===== src/rtl/uart_tx.sv =====
// uart_tx: optical-link UART serialiser (idle low, start high, 8 data LSB first, low stop bits).
// One-entry holding register lets frames run back to back with no idle gap.
module uart_tx #(
   parameter int CLKS_PER_BIT = 1000,
   parameter int STOP_BITS    = 1
) (
   input  logic       clk,
   input  logic       rst,
   input  logic [7:0] tx_data,
   input  logic       tx_valid,
   output logic       tx_ready,
   output logic       tx_serial,
   output logic       tx_busy,
   output logic       tx_done
);

   localparam int TW = $clog2(CLKS_PER_BIT);
   localparam int SW = $clog2(STOP_BITS + 1);
   localparam logic [TW-1:0] T_LAST = TW'(CLKS_PER_BIT - 1);
   localparam logic [TW-1:0] T_PRE  = TW'(CLKS_PER_BIT - 2);
   localparam logic [SW-1:0] S_LAST = SW'(STOP_BITS - 1);

   typedef enum logic [1:0] {IDLE, START, DATA, STOP} state_t;

   state_t        state_q;
   logic [TW-1:0] timer_q;
   logic [SW-1:0] stop_q;
   logic [2:0]    bit_q;
   logic [7:0]    shift_q;
   logic [7:0]    hold_q;
   logic          hold_vld_q;
   logic          en_q;
   logic          serial_q;
   logic          busy_q;
   logic          done_q;

   logic bit_end;
   logic stop_end;
   logic load;
   logic accept;

   // Shifter reload happens from IDLE or at the very end of the last stop period;
   // the hold slot frees on that same edge, so a new byte may be taken then.
   assign bit_end  = (timer_q == T_LAST);
   assign stop_end = (state_q == STOP) && bit_end && (stop_q == S_LAST);
   assign load     = hold_vld_q & ((state_q == IDLE) | stop_end);
   assign tx_ready = en_q & (~hold_vld_q | load);
   assign accept   = tx_valid & tx_ready;

   assign tx_serial = serial_q;
   assign tx_busy   = busy_q;
   assign tx_done   = done_q;

   // Holding register, frame FSM and registered line/status outputs.
   always_ff @(posedge clk or posedge rst) begin
      if (rst) begin
         state_q    <= IDLE;
         timer_q    <= '0;
         stop_q     <= '0;
         bit_q      <= '0;
         shift_q    <= '0;
         hold_q     <= '0;
         hold_vld_q <= 1'b0;
         en_q       <= 1'b0;
         serial_q   <= 1'b0;
         busy_q     <= 1'b0;
         done_q     <= 1'b0;
      end else begin
         en_q   <= 1'b1;
         done_q <= 1'b0;
         if (accept) begin
            hold_q     <= tx_data;
            hold_vld_q <= 1'b1;
         end else if (load) begin
            hold_vld_q <= 1'b0;
         end
         unique case (state_q)
            IDLE: begin
               if (hold_vld_q) begin
                  state_q  <= START;
                  shift_q  <= hold_q;
                  timer_q  <= '0;
                  serial_q <= 1'b1;
                  busy_q   <= 1'b1;
               end
            end
            START: begin
               if (bit_end) begin
                  state_q  <= DATA;
                  timer_q  <= '0;
                  bit_q    <= '0;
                  serial_q <= shift_q[0];
               end else begin
                  timer_q <= timer_q + 1'b1;
               end
            end
            DATA: begin
               if (bit_end) begin
                  timer_q <= '0;
                  if (bit_q == 3'd7) begin
                     state_q  <= STOP;
                     stop_q   <= '0;
                     serial_q <= 1'b0;
                  end else begin
                     bit_q    <= bit_q + 3'd1;
                     shift_q  <= shift_q >> 1;
                     serial_q <= shift_q[1];
                  end
               end else begin
                  timer_q <= timer_q + 1'b1;
               end
            end
            STOP: begin
               if (timer_q == T_PRE && stop_q == S_LAST) begin
                  done_q <= 1'b1;
               end
               if (bit_end) begin
                  timer_q <= '0;
                  if (stop_q != S_LAST) begin
                     stop_q <= stop_q + 1'b1;
                  end else if (hold_vld_q) begin
                     state_q  <= START;
                     shift_q  <= hold_q;
                     serial_q <= 1'b1;
                  end else begin
                     state_q <= IDLE;
                     busy_q  <= 1'b0;
                  end
               end else begin
                  timer_q <= timer_q + 1'b1;
               end
            end
            default: state_q <= IDLE;
         endcase
      end
   end

endmodule


===== config.mk =====
export PLATFORM = sky130hd
export DESIGN_NAME = uart_tx
export DESIGN_NICKNAME = d
export VERILOG_FILES = /design/src/rtl/uart_tx.sv
export SDC_FILE = /design/constraint.sdc
export NUM_CORES = 1
export LEC_CHECK = 0
export CAP_MARGIN = 40
export CORE_ASPECT_RATIO = 0.5
export CORE_MARGIN = 4
export CORE_UTILIZATION = 55
export CTS_BUF_LIST = sky130_fd_sc_hd__clkbuf_4
export CTS_CLUSTER_SIZE = 10
export DETAILED_ROUTE_END_ITERATION = 8
export GPL_TIMING_DRIVEN = 0
export PLACE_DENSITY = 0.79
export SLEW_MARGIN = 20
export SYNTH_ARGS = -nofsm -noshare
export SYNTH_HDL_FRONTEND = slang
export SYNTH_SLANG_ARGS = --single-unit

===== constraint.sdc =====
create_clock -name clk -period 2.43 [get_ports clk]
set_clock_uncertainty 0.2 [all_clocks]
set_input_delay 0.486 -clock clk [delete_from_list [all_inputs] [get_ports clk]]
set_output_delay 0.486 -clock clk [all_outputs]
set_load 0.05 [all_outputs]

# ---- After elaboration in Yosys (flattened, before gate mapping)
# Index checks and enable logic that the tools add are counted.
dict set report totals {
  reg_bits 37
  input_bits 11
  elab_cells 93
}
dict set report op_classes {
  add_sub_neg 3
  n_eq_ne 14
  mux 42
  bitwise 7
  reduce_logical 16
}
# operator n
set op_table {}
lappend op_table {{$mux 8} 5}
lappend op_table {{$pmux 8 s3} 1}
lappend op_table {{$eq 10x10->1 const B} 2}
lappend op_table {{$mux 10} 2}
lappend op_table {{$pmux 10 s2} 1}
lappend op_table {{$mux 1} 19}
lappend op_table {{$ne 2x2->1 const B} 8}
lappend op_table {{$mux 2} 6}
lappend op_table {{$reduce_and 4->1} 3}
lappend op_table {{$add 10x1->10 const B} 1}
lappend op_table {{$reduce_and 5->1} 2}
lappend op_table {{$mux 3} 3}
lappend op_table {{$pmux 2 s4} 1}
lappend op_table {{$reduce_bool 2->1} 4}
lappend op_table {{$pmux 3 s2} 1}
lappend op_table {{$reduce_and 6->1} 1}
lappend op_table {{$eq 2x2->1 const B} 2}
lappend op_table {{$pmux 1 s2} 2}
lappend op_table {{$pmux 1 s4} 1}
lappend op_table {{$add 3x1->3 const B} 1}
lappend op_table {{$and 1x1->1} 3}
lappend op_table {{$eq 3x3->1 const B} 1}
lappend op_table {{$logic_and 1x1->1} 3}
lappend op_table {{$reduce_bool 3->1} 1}
lappend op_table {{6 further kinds} 8}

# ---- Depth between registers and ports, before layout
dict set report depth {
  depth_word 9
  mapped_depth 7
  depth_no_buf 6
}

# ---- Worst setup path before layout
# OpenSTA, ideal clock, no wires.
dict set report synth_timing {
  path_type {reg2out}
  start {reg state_q[1]}
  end {out tx_ready}
  arrival_ns 1.802
  setup_slack_ns -0.058
  stages_incl_launch_ff 6
  path_buffers 0
  path_cell_list {dfrtp_1 -> ha_1 -> inv_1 -> nor4_4 -> nor2_1 -> nor2b_1}
}
dict set report synth_via {
  elab_chain_len 7
  word_cells_on_any_way 8
  classes_between {eq/ne (1); bitwise (4); reduce/logical (3)}
}
# item line
set synth_rtl {}
lappend synth_rtl {{start: declaration} 25} ;# state_t state_q;
lappend synth_rtl {{start signal: assignment} 57} ;# state_q <= IDLE;
lappend synth_rtl {{start signal: assignment} 80} ;# state_q <= START;
lappend synth_rtl {{start signal: assignment} 89} ;# state_q <= DATA;
lappend synth_rtl {{$eq 2x2->1} 45} ;# assign stop_end = (state_q == STOP) && bit_end && (stop_q == S_LAST);
lappend synth_rtl {{$logic_and 1x1->1 (2 in a row)} 45}
lappend synth_rtl {{$or 1x1->1 (*)} 46} ;# assign load = hold_vld_q & ((state_q == IDLE) | stop_end);
lappend synth_rtl {{$and 1x1->1 (*)} 46}
lappend synth_rtl {{$or 1x1->1 (*)} 47} ;# assign tx_ready = en_q & (~hold_vld_q | load);
lappend synth_rtl {{$and 1x1->1 (*)} 47}
lappend synth_rtl {{end: declaration} 11} ;# output logic tx_ready,
# Mark *: on every way between the ends. The rest lies on a longest branch, timed or not.

# ---- Worst setup path in the final report
dict set report layout_timing {
  start {reg state_q[1]}
  end {reg shift_q[2]}
}
dict set report layout_via {
  elab_chain_len 3
  word_cells_on_any_way 10
  classes_between {eq/ne (6); mux (1); reduce/logical (3)}
}
# item line
set layout_rtl {}
lappend layout_rtl {{$eq 2x2->1 or $logic_not 2->1 (tied branches)} 77} ;# unique case (state_q)
lappend layout_rtl {{$ne 2x2->1 (no source line) or $reduce_bool 3->1 (tied branches)} --}
lappend layout_rtl {{$reduce_and 5->1 (no source line)} --}
lappend layout_rtl {{end signal: assignment} 81} ;# shift_q <= hold_q;
lappend layout_rtl {{end signal: assignment} 106} ;# shift_q <= shift_q >> 1;
lappend layout_rtl {{end signal: assignment} 123} ;# shift_q <= hold_q;
lappend layout_rtl {{end: declaration} 29} ;# logic [7:0] shift_q;
# Several ways; a longest one is shown, not always the timed one.
# A chain may end at the register's enable or synchronous reset.

==> results by group <==
Logic synthesis
  – Synth Area in Adders: 5.906%
  – Dominant synthesized flop cell: dfrtp_1
  – Avg Cell Area, Syn: 11.15 µm²
  – Yosys warns: 0
  – Largest family of logic cells by synthesized area: simple AND/OR/NAND/NOR gates
  – Yosys cell types: 43
  – Synth async-reset ratio: 100.0%
  – Largest cells by area after synthesis: dfrtp_1 47%, mux2_2 14%, ha_1 5.9%
  – Gate Count Post-Synth: 171
  – Post-synthesis mux area share: 14.37%
  – Post-synth EDFFs: 0
  – #FFs+latches synth: 36
  – Synth Area in XOR/XNOR: 2.297%
  – Synth area leader: dfrtp_1
  – Mapped cell area: 1907 µm²
  – Sequential area share after synthesis: 47.24%
  – Synth Area in Compound Gates: 10.37%
  – Simple-Gate Fraction of Synth Area: 17.59%
  – Synth top area share: 47.24%
  – Syn Nets: 191

Route
  – Initial drt markers: 86
  – Routed wire length: 4038 µm
  – Vias per cell: 5.963
  – ANT nets after route: 0
  – TritonRoute pass-1 iters: 4
  – Via count: 1455
  – Wire length per cell: 16.55 µm
  – DRC: 0

Worst setup path
  – CP Max Fanout: 8
  – Startpoint Class: flip-flop
  – Cell family with most CP delay: buffers and inverters
  – Worst path required time: 2.46 ns
  – CP Launch Point: state_q[1]
  – CP Buf/Inv Count: 3
  – RR Startpoint: state_q[1]
  – CP max-delay cell: dfrtp_1
  – Crit-path cells: buf_4 > ha_1 > buf_2 > nor3_4 > a41oi_2 > a211oi_4 > buf_12 > mux2_2
  – Worst reg-to-reg path cell count: 8
  – CP Class: flip-flop to flip-flop
  – Max incr delay on CP: 0.43 ns
  – CP Depth: 8
  – CP arrival: 2.42 ns
  – Critical path endpoint: shift_q[2]
  – Reg2Reg Setup Slack: 0.04 ns
  – Worst R2R End: shift_q[2]
  – Setup crit end kind: flip-flop

CTS
  – Htree depth: 2
  – Clk slew on worst S/H paths: 0.11 ns
  – Post-CTS Hold Buffers: 0
  – CTS tree: done
  – Total CTS buffers: 5
  – Clk sinks: 36
  – Clock Path Buffers: 2
  – Clock network latency to the later pin of the worst-skew pair: 0.34 ns
  – Root Buffer Master: clkbuf_4

Final layout
  – Final #Nets: 223
  – Layout cells sized above 1: 32.84%
  – Non-Filler Instances: 244
  – Cell area after layout: 2371 µm²
  – Area Growth Syn to Fin: 24.34%
  – # diodes: 0

Outcome
  – Status: complete, no violations

Placement
  – GP Congestion: 0.8555
  – Placed cell count: 225
  – # port buffers: 14
  – Post-DP HPWL: 2498 µm
  – Placed cell areas: 2100 µm²

Die
  – Die height: 49.64 µm
  – Die X: 91.27 µm
  – Starting Density: 60.48%
  – I/O pin cnt: 15
  – Die area: 4530 µm²
  – FP Rows: 14
  – Core box area: 3153 µm²

Power
  – Switch Pwr: 1076 µW
  – Clock share of power: 14.6%
  – PD cells: 1225 nW/µm²
  – P_int: 1829 µW
  – Pleak: 0.001035 µW
  – Net Sw Frac: 37.05%
  – VDD IR max: 0.0006835 V
  – Combinational share of power: 51.9%
  – Reg power frac: 33.5%
  – Tot Pwr: 2905 µW

Timing
  – Pins Over Slew Limit: 0
  – Normalized max-slew margin: 50.64%
  – Final setup violating endpoints: 0
  – Tcrit/Tclk final: 98.48%
  – RSZ-0062 raised after global routing: true
  – Slew at the pin closest to its max-slew limit: 0.7394 ns
  – Fmax achieved: 417.9 MHz
  – Hold Fails Final Rpt: 0
  – Min cycle time layout: 2.393 ns

GRT
  – Initial antenna violation count: 0
  – First-pass GRT wire length: 6299 µm
  – Largest net degree at the start of global routing: 37
  – Total grt overflow: 0
  – Vias in the first global route: 1404
  – GRT Util Overall: 17.60%

Flow run
  – Max-Cap Viols: 0

Worst hold path
  – Hold crit path type: flip-flop to flip-flop
cells in the final DEF (no fill, tap or decap), types with 3 or more instances in the layout:
cell	instances
nor3_1	5
ha_1	6
inv_1	4
clkbuf_4	6
nand2_1	11
o21ai_0	9
buf_4	10
dfrtp_1	34
clkdlybuf4s50_1	13
and3_1	3
nor2_1	13
nor2b_1	3
nand3_1	7
mux2_2	23
ha_4	3
xnor2_1	4
power groups by stage:
stage	Clock, µW	Combinational [µW]	Sequential [µW]
after global routing	466	1630	997
after CTS	437	1320	956
after global placement	0	1130	954
after detailed placement	0	1180	966
final	424	1510	973
after floorplan	0	931	951
how the worst min path moves through the flow:
stage | slack [ns] | startpoint | to | cells after the start
2_1_floorplan | 0.27 | hold_q[7] | hold_q[7] | 1
3_3_place_gp | 0.28 | shift_q[6] | shift_q[6] | 1
3_5_place_dp | 0.28 | tx_serial | tx_serial | 1
4_1_cts | 0.31 | tx_serial | tx_serial | 1
5_1_grt | 0.33 | tx_serial | tx_serial | 1
6_report | 0.30 | tx_serial | tx_serial | 1
synth_stat cells (2+ instances only):
cell type and number:
ha_1 9, nor3_1 5, a21oi_1 2, nand3_1 8
a21o_1 2, xnor2_1 4, inv_1 7, and3_1 3
dfrtp_1 36, nand2b_1 3, nor2b_1 4, a31oi_1 3
o21ai_0 9, nand2_1 12, mux2_2 23, nor2_1 14
registers in the layout, indices dropped and copies added (netlist names):
| signal | cells |
|---|---|
| state_q | 2 |
| timer_q | 10 |
| shift_q | 8 |
| hold_vld_q | 1 |
| tx_serial | 1 |
| bit_q | 3 |
| hold_q | 8 |
| tx_busy | 1 |
| en_q | 1 |
| tx_done | 1 |
cells by family after synthesis:
family,Yosys count
other cells,1
xor+xnor,5
simple gates,60
fa+ha+maj,9
mux,24
compound gates,26
flops,36
buf+inv,10
worst register-to-register path, stage by stage, from the launching register on:
cell      delay [ns]
dfrtp_1         0.43
buf_4           0.17
ha_1            0.17
buf_2           0.20
nor3_4          0.25
a41oi_2         0.09
a211oi_4        0.28
buf_12          0.16
mux2_2          0.34
layout make-up:
| type | count | area, µm² |
|---|---|---|
| clock buffer | 6 | 45.04 |
| fill | 203 | 782.0 |
| multi-input combinational | 125 | 1059 |
| timing repair buffer | 25 | 236.5 |
| tap | 40 | 50.05 |
| clock inverter | 2 | 35.03 |
| sequential | 36 | 903.4 |
| buffer | 3 | 13.76 |
| inverter | 7 | 28.78 |
what timing repair did:
action                     CTS  global route
gates resized for setup     17            11
pin swaps                    4             3
buffers inserted             6             5
setup endpoints to repair    1            13
layer usage:
metal	up-vias	GRT usage, %	wire, µm
met5	-	0	0
met4	0	5.250	76
met3	9	5.015	232
met2	55	30.94	1999
met1	715	21.21	1728
li1	676	-	-
through the flow:
step | setup WS, ns | setup TNS, ns | utilization [%] | hold WS, ns
2_1_floorplan | 0.1862 | 0 | - | 0.2712
3_3_place_gp | -0.4253 | -0.4253 | 66.59 | 0.2829
3_5_place_dp | -0.4925 | -0.4925 | 66.59 | 0.2810
4_1_cts | 0.003990 | 0 | 72.18 | 0.3069
5_1_grt | -0.03400 | -0.1864 | 75.20 | 0.3304
6_report | 0.03687 | 0 | 75.20 | 0.3004
No activity file was read; power rests on OpenSTA's default activity.
